**src/rtl/direction_controller_if.sv**
```systemverilog
// Bundle of the controller's run, button and heading/strobe signals.
// No latency of its own; it carries wires only.
// No backpressure: the buttons are raw levels and the strobes are one-cycle pulses.
interface direction_controller_if;
    logic       enable;
    logic       btn_up;
    logic       btn_down;
    logic       btn_left;
    logic       btn_right;
    logic [1:0] direction;
    logic       move_tick;
    logic       turn_event;

    modport master (
        output enable, btn_up, btn_down, btn_left, btn_right,
        input  direction, move_tick, turn_event
    );

    modport slave (
        input  enable, btn_up, btn_down, btn_left, btn_right,
        output direction, move_tick, turn_event
    );
endinterface

```
**src/rtl/direction_controller.sv**
```systemverilog
// Turns raw buttons into a registered heading and a periodic move strobe; turns commit only on a strobe.
// A button is acted on 2 edges after it is first sampled high; the strobe follows terminal count by one edge.
// No backpressure: the consumer must take every move_tick, and enable low freezes motion.
module direction_controller #(
    parameter int unsigned TICK_DIV = 833333,
    parameter logic [1:0]  INIT_DIR = 2'b01
) (
    input logic                   CLOCK_50,
    input logic                   reset,
    direction_controller_if.slave ctrl
);
    localparam logic [19:0] TERM      = 20'(TICK_DIV - 1);
    localparam logic [1:0]  DIR_DOWN  = 2'b00;
    localparam logic [1:0]  DIR_RIGHT = 2'b01;
    localparam logic [1:0]  DIR_UP    = 2'b10;
    localparam logic [1:0]  DIR_LEFT  = 2'b11;

    // Button vectors are ordered {up, down, left, right}, i.e. highest priority in the MSB.
    logic [3:0]  btn_raw;
    logic [3:0]  btn_s1;
    logic [3:0]  btn_s2;
    logic [3:0]  btn_prev;
    logic [3:0]  btn_rise;
    logic [19:0] tick_cnt;
    logic        pending_valid;
    logic [1:0]  pending_dir;
    logic [1:0]  dir_q;
    logic        move_tick_q;
    logic        turn_event_q;
    logic        terminal;
    logic        req_vld;
    logic [1:0]  req_dir;
    logic [1:0]  ref_dir;
    logic        req_ok;

    assign btn_raw  = {ctrl.btn_up, ctrl.btn_down, ctrl.btn_left, ctrl.btn_right};
    assign btn_rise = btn_s2 & ~btn_prev;
    assign terminal = ctrl.enable && (tick_cnt == TERM);

    // Keep only the highest-priority new press; anything pressed alongside it is dropped.
    always_comb begin
        req_vld = 1'b1;
        req_dir = DIR_DOWN;
        if (btn_rise[3])      req_dir = DIR_UP;
        else if (btn_rise[2]) req_dir = DIR_DOWN;
        else if (btn_rise[1]) req_dir = DIR_LEFT;
        else if (btn_rise[0]) req_dir = DIR_RIGHT;
        else                  req_vld = 1'b0;
    end

    // On a commit edge the request is judged against the heading being committed, not the old one.
    assign ref_dir = (terminal && pending_valid) ? pending_dir : dir_q;
    assign req_ok  = req_vld && (req_dir != ref_dir) && (req_dir != (ref_dir ^ 2'b10));

    // Synchronizers, step counter, pending-turn buffer and registered outputs.
    always_ff @(posedge CLOCK_50) begin
        if (reset) begin
            btn_s1        <= '0;
            btn_s2        <= '0;
            btn_prev      <= '0;
            tick_cnt      <= '0;
            pending_valid <= 1'b0;
            pending_dir   <= 2'b00;
            dir_q         <= INIT_DIR;
            move_tick_q   <= 1'b0;
            turn_event_q  <= 1'b0;
        end else begin
            // Synchronizers keep running while disabled so no stale edge appears on re-enable.
            btn_s1       <= btn_raw;
            btn_s2       <= btn_s1;
            btn_prev     <= btn_s2;
            move_tick_q  <= 1'b0;
            turn_event_q <= 1'b0;
            if (!ctrl.enable) begin
                tick_cnt      <= '0;
                pending_valid <= 1'b0;
            end else begin
                if (terminal) begin
                    tick_cnt    <= '0;
                    move_tick_q <= 1'b1;
                    if (pending_valid) begin
                        dir_q        <= pending_dir;
                        turn_event_q <= 1'b1;
                    end
                end else begin
                    tick_cnt <= tick_cnt + 20'd1;
                end
                if (req_ok) begin
                    pending_dir   <= req_dir;
                    pending_valid <= 1'b1;
                end else if (terminal) begin
                    pending_valid <= 1'b0;
                end
            end
        end
    end

    assign ctrl.direction  = dir_q;
    assign ctrl.move_tick  = move_tick_q;
    assign ctrl.turn_event = turn_event_q;
endmodule

```
**src/flat_wrapper.sv**
```systemverilog
// flat-port wrapper written by rule: the top's interface ports become plain ports
module direction_controller_flat 
#(
    parameter int unsigned TICK_DIV = 833333,
    parameter logic [1:0]  INIT_DIR = 2'b01
)
  (CLOCK_50, reset, ctrl_enable, ctrl_btn_up, ctrl_btn_down, ctrl_btn_left, ctrl_btn_right, ctrl_direction, ctrl_move_tick, ctrl_turn_event);
  direction_controller_if ctrl_i ();
  input logic CLOCK_50;
  input logic reset;
  input wire logic [$bits(ctrl_i.enable)-1:0] ctrl_enable;
  input wire logic [$bits(ctrl_i.btn_up)-1:0] ctrl_btn_up;
  input wire logic [$bits(ctrl_i.btn_down)-1:0] ctrl_btn_down;
  input wire logic [$bits(ctrl_i.btn_left)-1:0] ctrl_btn_left;
  input wire logic [$bits(ctrl_i.btn_right)-1:0] ctrl_btn_right;
  output wire logic [$bits(ctrl_i.direction)-1:0] ctrl_direction;
  output wire logic [$bits(ctrl_i.move_tick)-1:0] ctrl_move_tick;
  output wire logic [$bits(ctrl_i.turn_event)-1:0] ctrl_turn_event;
  assign ctrl_i.enable = ctrl_enable;
  assign ctrl_i.btn_up = ctrl_btn_up;
  assign ctrl_i.btn_down = ctrl_btn_down;
  assign ctrl_i.btn_left = ctrl_btn_left;
  assign ctrl_i.btn_right = ctrl_btn_right;
  assign ctrl_direction = ctrl_i.direction;
  assign ctrl_move_tick = ctrl_i.move_tick;
  assign ctrl_turn_event = ctrl_i.turn_event;
  direction_controller #(.TICK_DIV(TICK_DIV), .INIT_DIR(INIT_DIR)) u_core (.CLOCK_50(CLOCK_50), .reset(reset), .ctrl(ctrl_i));
endmodule
```
**config.mk**
```make
export PLATFORM = sky130hd
export DESIGN_NAME = direction_controller_flat
export DESIGN_NICKNAME = d
export VERILOG_FILES = /design/src/rtl/direction_controller_if.sv /design/src/rtl/direction_controller.sv /design/src/flat_wrapper.sv
export SDC_FILE = /design/constraint.sdc
export NUM_CORES = 1
export LEC_CHECK = 0
export ABC_AREA = 1
export BUFFER_PORTS_ARGS = -buffer_cell sky130_fd_sc_hd__buf_4
export CORE_MARGIN = 1
export CORE_UTILIZATION = 59
export DETAILED_ROUTE_END_ITERATION = 10
export GPL_ROUTABILITY_DRIVEN = 0
export PLACE_DENSITY_LB_ADDON = 0.08
export SKIP_LAST_GASP = 1
export SYNTH_ARGS = -nofsm -noshare
export SYNTH_HDL_FRONTEND = slang
export SYNTH_SLANG_ARGS = --single-unit
```
**constraint.sdc**
```tcl
create_clock -name CLOCK_50 -period 1.8 [get_ports CLOCK_50]
set_input_delay 0.09 -clock CLOCK_50 [delete_from_list [all_inputs] [get_ports CLOCK_50]]
set_output_delay 0.09 -clock CLOCK_50 [all_outputs]
set_load 0.05 [all_outputs]
```
## Word-level counts from Yosys, hierarchy flattened

Cells that the tools add are included.

| storage, ports and cells | value |
|---|---|
| output and inout bits | 4 |
| logic and storage cells | 41 |
| register bits after elaboration | 39 |
| input port bits | 7 |

| operators by class | value |
|---|---|
| reductions and logical operators | 10 |
| bitwise operators | 5 |
| add/sub/neg operators | 1 |
| mux-type cells | 13 |
| equality and inequality tests | 3 |

Operator list:

| kind | number |
|---|---|
| 20-bit by 1-bit adder with 20-bit output, second input constant | 1 |
| 20-bit == test, second input constant | 1 |
| 1-bit 2-to-1 mux | 9 |
| 2-bit 2-to-1 mux | 4 |
| 3-bit OR reduction | 2 |
| 4-bit bitwise AND | 1 |
| 1-bit logical AND | 4 |
| 2-bit != test | 2 |
| 4-bit inverter | 1 |
| 1-bit inverter | 3 |
| 3-bit AND reduction | 1 |
| 2-bit AND reduction | 1 |
| 2-bit nonzero test | 1 |
| 2-bit OR reduction | 1 |

## Logic depth before layout (Yosys ltp)

Gate-level depths: netlist of run 1.

| logic depth | value |
|---|---|
| word-level depth | 10 |
| mapped depth | 12 |
| depth with buffers taken out | 12 |

## Worst setup path after synthesis of run 1

No wires, ideal clock.

| timing path | value |
|---|---|
| path kind | register to register |
| from | reg u_core.tick_cnt[0] |
| to | reg u_core.tick_cnt[16] |
| data arrival time | 1.365 ns |
| required time | 1.691 ns |
| setup time | 0.109 ns |
| path slack | 0.326 ns |
| clock period less this slack | 1.474 ns |
| cell stages (with the launch flop) | 12 |
| path buffers | 0 |
| cells stage by stage | dfxtp_1 ha_1 nand3_2 nor2_2 nand2_2 nor2_4 nand2_2 nor2_4 nand2_2 xor2_1 nand2_1 inv_1 |

| between the ends | value |
|---|---|
| longest elaborated chain between the ends | 3 |
| elaborated cells on any way between the ends | 4 |
| classes of those cells | add/sub (1); eq/ne (1); reduce/logical (2) |

RTL lines:

| item | RTL line | RTL |
|---|---|---|
| start: declaration | direction_controller.sv:24 | `logic [19:0] tick_cnt;` |
| start signal: assignment | direction_controller.sv:86 | `tick_cnt <= tick_cnt + 20'd1;` |
| branches (longest 3 deep; another with 20-bit by 1-bit adder with 20-bit output) | -- |  |

Several ways; the timed one is not identified.
A chain may end at the register's enable or synchronous reset.

## Worst setup path in the final report of run 1

Ends and elaborated chain as after synthesis.

==> impl_results.md, run 1 <==
- CTS tree: built
- Vias in the first global route: 1,232
- Final count of negative-setup-slack endpoints: 0
- TNS Setup: 0 ns
- WL/cell: 9.94 um
- I/O Buffers: 10
- Worst Path Required: 2.07 ns
- GRT Util Overall: 21.1%
- Clock slew at reported path FFs: 0.12 ns
- CTS Hold Bufs: 8
- EDFF count, synth: 0
- Crit Path Class: flop to flop
- Via total after detailed routing: 1,418
- Clock Latency Late Sink: 0.35 ns
- Slew HR: 84.0%
- Status: completed
- ANT cells: 0
- Layout cell share with drive strength beyond 1: 16.1%
- Max Fclk: 622 MHz
- Final Slew Violations: 0
- Initial antenna violation count: 0
- Ys Warns: 0
- CTS root buf: clkbuf_4
- Minimum clock period: 1.61 ns
- Die area: 3210 um^2
- Row count: 19
- Residual DRC count: 0
- Overall power: 0.00143 W
- Max VDD drop: 0.634 mV
- Die width: 56.7 um
- Flip-flop and latch count after synthesis: 39
- Most used DFF post-synth: dfxtp_1
- Nets: 275
- Area of the mapped netlist: 1760 um^2
- Syn Inst Count: 243
- CTS resizes: 0
- Initial Util: 62.9%
- Pleak: 0.908 nW
- Core Region: 2810 um^2
- Min setup slack post-route: 0.192 ns
- Worst slew pin tran: 0.240 ns
- Syn_nets: 252
- Post-DP HPWL: 2070 um
- Crit end category: flop
- Worst Skew: 0.00884 ns
- Syn_area_per_cell: 7.26 um^2
- Hold Path Class: primary input to flop
- CTS sink cnt: 39
- Initial DRC count: 84
- Final hold vios: 0
- Number of max-cap violations: 0
- GRT Residual Overflow: 0
- Area of the multi-input gates: 777 um^2
- Setup Fix Bufs, Post-CTS: 0
- Vias per Instance: 4.76
- Die Height: 56.7 um
- RSZ-0062 raised after global routing: false
- DR pass1 iterations: 5
- DP Worst Slack: 0.204 ns
- Period Utilization, post-route: 89.3%
- Pwr dens: 710 nW/um^2
- Largest fanout on the critical path: 4
- ANT nets after route: 0
- Fillers: 241
- Largest net degree at the start of global routing: 17
- # H-tree levels: 2
- Post-Route WL: 2960 um
- Sequential cell area: 781 um^2
- Max clock buf depth: 2
- First-pass GRT wire length: 5150 um
- Count of cell types in the netlist: 26
- Register area share after synthesis: 44.3%
- Worst setup SP type: flop
- CTS buffer count: 5
- Ports: 11
- Worst EP arrival: 1.87 ns
- Async set-reset flop share out of synthesis: 0%
- Area Growth Syn to Fin: 14.1%
[routing by layer]
metal	part of all wire, %	routed length (um)	GRT usage, %	vias up
met5	0	0	0	-
met2	44	1320	33.3	14
li1	-	-	-	781
met3	2.5	75	4.84	8
met1	51	1500	26.9	615
met4	2.1	63	10.7	0
[layout make-up]
class                   instances  area share [%]
multi-input cells             150            38.6
well taps                      31            1.93
flip-flops and latches         39            38.8
clock inverters                 3            1.24
clock buffers                   5            1.86
inverters                      51            9.51
repair buffers                 19            8.08
[synthesized netlist by cell type, types with 4 or more instances]
library cell,n,share of area (%)
nand2_2,6,2.1
nor2_2,4,1.4
nor3_1,5,1.4
nand2_1,38,8.1
dfxtp_1,39,44
nand3_2,4,2.3
xor2_1,4,2.0
inv_1,51,11
nand3_1,10,2.8
a21oi_1,9,2.6
or2_2,5,1.8
o21ai_0,4,1.1
nand4_1,6,2.1
nor2_1,41,8.7
[through the flow]
| stage | cell area [um^2] | utilization (%) | cells | hold WS [ns] |
|---|---|---|---|---|
| after floorplan | 1760 | - | 243 | 0.197 |
| after global placement | 1870 | 66.7 | 282 | 0.289 |
| after detailed placement | 1870 | 66.7 | 282 | 0.296 |
| after CTS | 2010 | 71.8 | 298 | 0.171 |
| after global routing | 2010 | 71.8 | 298 | 0.182 |
| final | 2010 | 71.8 | 298 | 0.175 |
[where the power goes]
part | switching, W | internal [W]
registers | 0.00000741 | 0.000879
logic | 0.0000413 | 0.0000395
clock network | 0.000306 | 0.000156
[path summary, 6_finish.rpt]
| kind | endpoint | cells after the start | startpoint | slack, ns |
|---|---|---|---|---|
| worst max-delay path | u_core.tick_cnt[16]$_SDFF_PP0_ | 11 | u_core.tick_cnt[0]$_SDFF_PP0_ | 0.19 |
| worst max register to register | u_core.tick_cnt[16]$_SDFF_PP0_ | 11 | u_core.tick_cnt[0]$_SDFF_PP0_ | 0.19 |
| worst min-delay path | u_core.ctrl.turn_event$_SDFF_PP0_ | 5 | ctrl_enable | 0.18 |
| worst min register to register | u_core.btn_s2[1]$_SDFF_PP0_ | 2 | u_core.btn_s1[1]$_SDFF_PP0_ | 0.41 |
[worst max-delay path, stage by stage (launching register included)]
cell     delay, ns
dfxtp_1       0.39
ha_1          0.22
nand3_2       0.10
nor2_2        0.13
nand2_2       0.08
nor2_4        0.10
nand2_2       0.09
nor2_4        0.13
nand2_2       0.06
xor2_1        0.14
nand2_1       0.05
inv_1         0.03
[cells by family (layout without fill, tap and decap cells)]
group	Yosys count	in the layout	share of synthesized area, %
AO/OA/AOI/OAI	18	18	5.89
XOR/XNOR	5	5	2.48
adder cells (fa/ha/maj)	2	2	1.42
buffers and inverters	54	78	11.7
flip-flops	39	39	44.3
AND/OR/NAND/NOR	125	125	34.3
[placed cells by master (no fill, tap or decap), drive strengths merged, types with 2 or more instances in the layout]
master and instances:
inv 51, nor2 47, nand2 45, dfxtp 39, nand3 14, buf 11, a21oi 9, dlygate4sd3 8
nand4 6, nor3 5, or2 5, clkbuf 5, o21ai 5, xor2 4, nor3b 3, o21a 2
ha 2, clkinv 2
[state kept, by name (all words and copies together), names as in the netlist]
register                cells
u_core.ctrl.turn_event      1
u_core.ctrl.move_tick       1
u_core.tick_cnt            20
u_core.ctrl.direction       2
u_core.btn_s1               4
u_core.pending_valid        1
u_core.btn_prev             4
u_core.btn_s2               4
u_core.pending_dir          2
No activity file was read; power rests on OpenSTA's default activity.
==> run 2, diff against run 1 <==
- ABC_CLOCK_PERIOD_IN_PS: unset -> 1800
- BUFFER_PORTS_ARGS: -buffer_cell sky130_fd_sc_hd__buf_4 -> unset
- CORE_UTILIZATION: 59 -> 60
- CTS_BUF_LIST: unset -> sky130_fd_sc_hd__clkbuf_4 sky130_fd_sc_hd__clkbuf_8 sky130_fd_sc_hd__clkbuf_16
- DONT_BUFFER_PORTS: unset -> 1
==> run 2 against run 1 <==
- final area fell by 4.6%
- register-to-register slack barely moved
- largest cell class unchanged
- critical endpoint unchanged
- highest routed layer unchanged
- count of clock-buffer cells in the layout rose by 1
- fmax fell by 0.37%
- hold slack got worse by 0.14 ns
- via count fell by 2.8%
- sequential share of layout area rose by 1.9 points
- die area fell by 1.6%
- worst setup slack got worse by 0.0060 ns
==> impl_results.md, run 2 (synthesized netlist as in run 1, its figures left out) <==
- CTS tree: built
- Final hold vios: 0 (unchanged)
- Pwr dens: 747 nW/um^2 (+5.2%)
- CTS buffer count: 5 (unchanged)
- Residual DRC count: 0 (unchanged)
- Max reg flops: 20 (unchanged)
- Final Slew Violations: 0 (unchanged)
- # H-tree levels: 2 (unchanged)
- I/O Buffers: 0 (-10)
- Initial antenna violation count: 0 (unchanged)
- Largest fanout on the critical path: 4 (unchanged)
- Overall power: 0.00143 W (+0.32%)
- TNS Setup: 0 ns (unchanged)
- Commonest non-fill, non-tap cell in the layout: inv_1
- Die Height: 56.2 um (-0.80%)
- Crit end category: flop
- Initial DRC count: 41 (-51%)
- GRT Util Overall: 20.7% (-0.43 points)
- Top reg by flops: u_core.tick_cnt
- Period Utilization, post-route: 89.7% (+0.33 points)
- First-pass GRT wire length: 4980 um (-3.4%)
- Status: completed
- ANT nets after route: 0 (unchanged)
- Worst EP arrival: 1.88 ns (about the same)
- Final count of negative-setup-slack endpoints: 0 (unchanged)
- Setup Fix Bufs, Post-CTS: 0 (unchanged)
- Initial Util: 63.4% (+0.54 points)
- Worst hold stages: 4 (-1)
- Largest net degree at the start of global routing: 17 (unchanged)
- GRT Residual Overflow: 0 (unchanged)
- Post-DP HPWL: 2090 um (+1.3%)
- Pleak: 0.851 nW (-6.3%)
- DR pass1 iterations: 4 (-1)
- Row count: 19 (unchanged)
- Worst Path Required: 2.06 ns (about the same)
- Clock Latency Late Sink: 0.35 ns (about the same)
- CTS root buf: clkbuf_4
- Max Fclk: 620 MHz (-0.37%)
- Die width: 56.2 um (-0.80%)
- CTS Hold Bufs: 5 (-3)
- Clock slew at reported path FFs: 0.12 ns (about the same)
- Layout cell share with drive strength beyond 1: 13.3% (-2.8 points)
- Reg2Reg Setup Slack: 0.19 ns (about the same)
- Vias per Instance: 4.82 (+1.3%)
- Max VDD drop: 0.853 mV (+34%)
- Crit Path Class: flop to flop
- ANT cells: 0 (unchanged)
- CTS sink cnt: 39 (unchanged)
- Worst Skew: 0.0144 ns (+0.00556 ns)
- Ports: 11 (unchanged)
- Slew HR: 64.5% (-20 points)
- Max clock buf depth: 2 (unchanged)
- RSZ-0062 raised after global routing: false
- Vias in the first global route: 1,206 (-2.1%)
- Via total after detailed routing: 1,378 (-2.8%)
- WL/cell: 10.3 um (+3.6%)
- Worst slew pin tran: 0.531 ns (+0.291 ns)
- CTS resizes: 0 (unchanged)
- Hold WS: 0.0376 ns (-0.138 ns)
- Hold Path Class: primary input to flop
- Die area: 3160 um^2 (-1.6%)
- Area Growth Syn to Fin: 8.87%
- Core Region: 2780 um^2 (-0.85%)
- Nets: 263 (-4.4%)
- Number of max-cap violations: 0 (unchanged)
- Most frequent cells in the layout: inv_1 (51), nor2_1 (41), dfxtp_1 (39), nand2_1 (38), nand3_1 (10)
- Minimum clock period: 1.61 ns (+0.00596 ns)
- Post-Route WL: 2940 um (-0.57%)
- R2R cell count: 11 (unchanged)
- Worst setup SP type: flop
==> run 2: cell type report <==
type | instances | area, um^2
Clock buffer | 6 | 51.3
Clock inverter | 2 | 16.3
Fill cell | 248 | 861
Inverter | 51 | 191
Multi-Input combinational cell | 150 | 777
Sequential cell | 39 | 781
Tap cell | 31 | 38.8
Timing Repair Buffer | 7 | 65.1
==> run 2: worst max-delay path, cell delays in order (launching register included) <==
cell	delay, ns
dfxtp_1	0.39
ha_1	0.22
nand3_2	0.10
nor2_2	0.13
nand2_2	0.08
nor2_4	0.10
nand2_2	0.09
nor2_4	0.13
nand2_2	0.06
xor2_1	0.13
nand2_1	0.05
inv_1	0.04
==> run 2: final timing paths <==
path                                                     endpoint                     startpoint
worst min-delay path            u_core.ctrl.turn_event$_SDFF_PP0_                    ctrl_enable
worst max-delay path               u_core.tick_cnt[16]$_SDFF_PP0_  u_core.tick_cnt[0]$_SDFF_PP0_
worst min register to register        u_core.btn_s2[2]$_SDFF_PP0_    u_core.btn_s1[2]$_SDFF_PP0_
worst max register to register     u_core.tick_cnt[16]$_SDFF_PP0_  u_core.tick_cnt[0]$_SDFF_PP0_
==> run 2: stage by stage <==
stage               setup slack, ns  utilization [%]  cell area (um^2)  cells
global placement              0.249             64.8              1800    273
CTS                           0.175             69.1              1920    286
floorplan                     0.326                -              1760    243
global route                 0.0136             69.1              1920    286
finish                        0.186             69.1              1920    286
detailed placement            0.208             64.8              1800    273
==> run 2: power by group <==
part           total [W]  switching, W  leakage [nW]  internal, W
Combinational  0.0000648     0.0000377         0.499    0.0000271
Clock           0.000483      0.000291        0.0345     0.000192
Sequential      0.000887    0.00000775         0.317     0.000879
Total            0.00143      0.000336         0.851      0.00110
==> run 2: metal layers <==
metal  global-route usage, %  share of wire, %  vias to the layer above
met1                    25.8                49                      593
li1                        -                 -                      760
met3                    6.98               3.5                        4
met4                    9.41               1.6                        0
met5                       0                 0                        -
met2                    32.3                45                       21
==> run 3, diff against run 2 <==
- ABC_AREA: 1 -> 0
==> run 3 against run 2 <==
- the run now ends with setup timing left
- routed wire length grew 25%
- hold slack gained 0.0046 ns
- final area grew 7.1%
- count of clock-buffer cells in the layout shrank 1
- combinational power grew 14%
- critical path depth shrank 4
- clock power grew 49%
- via count shrank 3.0%
- sequential cell count is the same
- total power grew 17%
- sequential power is essentially flat
- cell count shrank 17%
- critical endpoint is now u_core.pending_valid$_SDFFE_PP0P_
- largest cell class is now multi-input gates
==> impl_results.md, run 3 <==
- Clock slew at reported path FFs: 0.12 ns (about the same)
- Commonest non-fill, non-tap cell in the layout: dfxtp_1
- Internal power: 0.00135 W (+23%)
- Slowest CP cell: or4_4
- Finished Cell Area: 2060 um^2 (+7.1%)
- Max VDD drop: 1.03 mV (+21%)
- Worst Path Required: 2.04 ns (-0.02 ns)
- Post-DP HPWL: 2140 um (+2.3%)
- Post-Route WL: 3680 um (+25%)
- Vias per Instance: 5.64 (+17%)
- Worst path cell trace: inv_2 > ha_4 > nand4_1 > or4_4 > o21ai_4 > a21oi_2 > o31a_1
- # H-tree levels: 2 (unchanged)
- CTS buffer count: 5 (unchanged)
- Area Growth Syn to Fin: 29.1%
- Largest fanout on the critical path: 5 (+1)
- Worst R2R Start: u_core.tick_cnt[0]$_SDFF_PP0_
- CTS root buf: clkbuf_4
- Area after DPL: 1730 um^2 (-4.1%)
- Synth top area cells: dfxtp_1 (49%), nor2_1 (6.8%), xor2_1 (5.5%), xnor2_1 (4.4%), nor2b_1 (4.3%)
- Largest net degree at the start of global routing: 21 (+4)
- Pwr dens: 815 nW/um^2 (+9.2%)
- Most numerous cell in the Yosys netlist: dfxtp_1
- Crit end category: flop
- GRT Util Overall: 25.6% (+4.9 points)
- Syn Inst Count: 173 (-29%)
- Status: finished, violations left
- Initial antenna violation count: 0 (unchanged)
- Initial DRC count: 26 (-37%)
- Fillers: 152 (-39%)
- Max stage delay on crit path: 0.56 ns (+0.17 ns)
- Flop pwr share: 52.7% (-9.1 points)
- DR pass1 iterations: 4 (unchanged)
- Most frequent cells after synthesis: dfxtp_1 (39), nor2_1 (29), nand2_1 (11), nand3_1 (11), nor2b_1 (11)
- Min setup slack post-route: -0.0344 ns (-0.220 ns)
- Critical path launch point: u_core.tick_cnt[0]$_SDFF_PP0_
- Ports: 11 (unchanged)
- Worst Skew: 0.0101 ns (-0.00431 ns)
- Combinational Power Share: 4.4% (about the same)
- I/O Buffers: 0 (unchanged)
- Most used DFF post-synth: dfxtp_1
- Crit Path Class: flop to flop
- RSZ-0062 raised after global routing: true
- Register area share after synthesis: 49.0% (+4.8 points)
- Residual DRC count: 0 (unchanged)
- Net Sw Frac: 19.5% (-4.0 points)
- Row count: 18 (-1)
- ANT cells: 0 (unchanged)
- Worst slew pin tran: 0.469 ns (-0.0624 ns)
- GRT Residual Overflow: 0 (unchanged)
- Most frequent cells in the layout: dfxtp_1 (37), nor2_1 (29), buf_4 (14), dlygate4sd3_1 (13)
- Pleak: 0.812 nW (-4.5%)
- Period Utilization, post-route: 102% (+12 points)
- Die Height: 53.5 um (-4.8%)
- CTS sink cnt: 39 (unchanged)
- Final Slew Violations: 0 (unchanged)
- Cell taking the most area after synthesis: dfxtp_1
- ANT nets after route: 0 (unchanged)
- Top reg by flops: u_core.tick_cnt
- EDFF count, synth: 0 (unchanged)
- HP Start: ctrl_enable
- Max Fclk: 545 MHz (-12%)
- Final count of negative-setup-slack endpoints: 2 (+2)
- Number of max-cap violations: 0 (unchanged)
- Post-synth top area share: 49.0% (+4.8 points)
- Die width: 53.5 um (-4.8%)
- Initial Util: 63.7% (+0.29 points)
- Area of the mapped netlist: 1590 um^2 (-9.7%)
- Count of cell types in the netlist: 32 (+23%)
- Die area: 2860 um^2 (-9.4%)
- TNS Setup: -0.0379 ns (-0.0379 ns)
- Hold Path Class: primary input to flop
- NetSw: 0.000327 W (-2.9%)
- Slew HR: 68.7% (+4.2 points)
- WL/cell: 15.5 um (+51%)
- Final hold vios: 0 (unchanged)
- Ys Warns: 0 (unchanged)
- Flip-flop and latch count after synthesis: 39 (unchanged)
- Clk network pwr share: 42.9% (+9.2 points)
- CTS tree: built
- Vias in the first global route: 1,109 (-8.0%)
- Family with the most delay on the worst path: simple AND/OR/NAND/NOR gates
- Bufs and invs on worst path: 1 (unchanged)
- Nets: 215 (-18%)
- First-pass GRT wire length: 5050 um (+1.4%)
- Worst setup SP type: flop
- Max clock buf depth: 2 (unchanged)
- Clock Latency Late Sink: 0.34 ns (about the same)
- Layout cell share with drive strength beyond 1: 22.7% (+9.4 points)
- Minimum clock period: 1.83 ns (+0.220 ns)
- Syn_area_per_cell: 9.21 um^2 (+27%)
- Syn_nets: 182 (-28%)
- Core Region: 2500 um^2 (-10%)
- Failing checks: setup timing
- Max reg flops: 20 (unchanged)
- Via total after detailed routing: 1,337 (-3.0%)
- Worst EP arrival: 2.07 ns (+0.19 ns)
- Async set-reset flop share out of synthesis: 0% (unchanged)
==> run 3: cell types whose count changed in the layout (fill, tap and decap cells not counted), moves of 4 or more <==
cell,change
dlygate4sd3_1,+8
nand3_2,-4
nor2b_1,+11
inv_1,-45
xor2_1,+6
nor2_2,-4
nand2_1,-27
a21oi_1,-6
nand2_2,-6
or2_2,-5
nor2_1,-12
buf_4,+12
xnor2_1,+7
==> run 3: power by group through the flow <==
stage	logic, W	clock network, W	registers [W]
finish	0.0000738	0.000720	0.000884
global route	0.0000805	0.000758	0.000885
CTS	0.0000672	0.000724	0.000883
detailed placement	0.0000464	0	0.000902
global placement	0.0000449	0	0.000901
floorplan	0.0000340	0	0.000901
==> run 3: cell type report <==
| cell class | count | area [um^2] | area share, % |
|---|---|---|---|
| Sequential cell | 39 | 783 | 38.1 |
| Tap cell | 30 | 37.5 | 1.82 |
| Clock buffer | 5 | 37.5 | 1.82 |
| Clock inverter | 3 | 67.6 | 3.28 |
| Multi-Input combinational cell | 123 | 835 | 40.6 |
| Inverter | 8 | 30.0 | 1.46 |
| Timing Repair Buffer | 29 | 267 | 13.0 |
==> run 3: timing repair <==
| item | in CTS | in global routing |
|---|---|---|
| hold buffers | 13 | 0 |
| pin swaps | 4 | 6 |
| resized for setup | 3 | 12 |
| endpoints found under the hold margin | 19 | 0 |
| endpoints found under the setup margin | 1 | 7 |
| cloned | 0 | 0 |
| buffers inserted | 3 | 0 |
==> run 3: final timing paths <==
kind | endpoint | slack, ns | depth (start not counted)
setup / recovery | u_core.pending_valid$_SDFFE_PP0P_ | -0.03 | 7
hold / removal | u_core.pending_valid$_SDFFE_PP0P_ | 0.04 | 2
setup reg to reg | u_core.pending_valid$_SDFFE_PP0P_ | -0.03 | 7
hold reg to reg | u_core.btn_prev[3]$_SDFF_PP0_ | 0.48 | 1
==> run 3: logic make-up (layout without fill, tap and decap cells) <==
group	after synthesis	in the layout	share of synthesized area, %
simple gates	91	91	31.1
fa+ha+maj	2	2	1.57
mux	1	1	0.628
flops	39	39	49.0
buf+inv	11	45	2.59
compound gates	11	11	5.18
xor+xnor	18	18	9.90
==> run 3: through the flow <==
| stage | utilization [%] | instances | hold WS [ns] | setup WS (ns) | power [W] |
|---|---|---|---|---|---|
| finish | 82.3 | 237 | 0.0422 | -0.0344 | 0.00168 |
| detailed placement | 69.2 | 213 | 0.161 | -0.00313 | 0.000949 |
| floorplan | - | 173 | 0.162 | 0.0305 | 0.000935 |
| global route | 82.3 | 237 | 0.0227 | -0.0899 | 0.00172 |
| global placement | 69.2 | 213 | 0.158 | 0.0362 | 0.000946 |
| CTS | 79.8 | 237 | 0.0309 | -0.0211 | 0.00167 |
==> run 3: metal layers <==
| metal | vias to the layer above | global-route usage, % | wire length [um] |
|---|---|---|---|
| li1 | 650 | - | - |
| met1 | 656 | 31.0 | 1620 |
| met2 | 24 | 42.1 | 1890 |
| met3 | 7 | 7.76 | 105 |
| met4 | 0 | 10.1 | 65 |
| met5 | - | 0 | 0 |
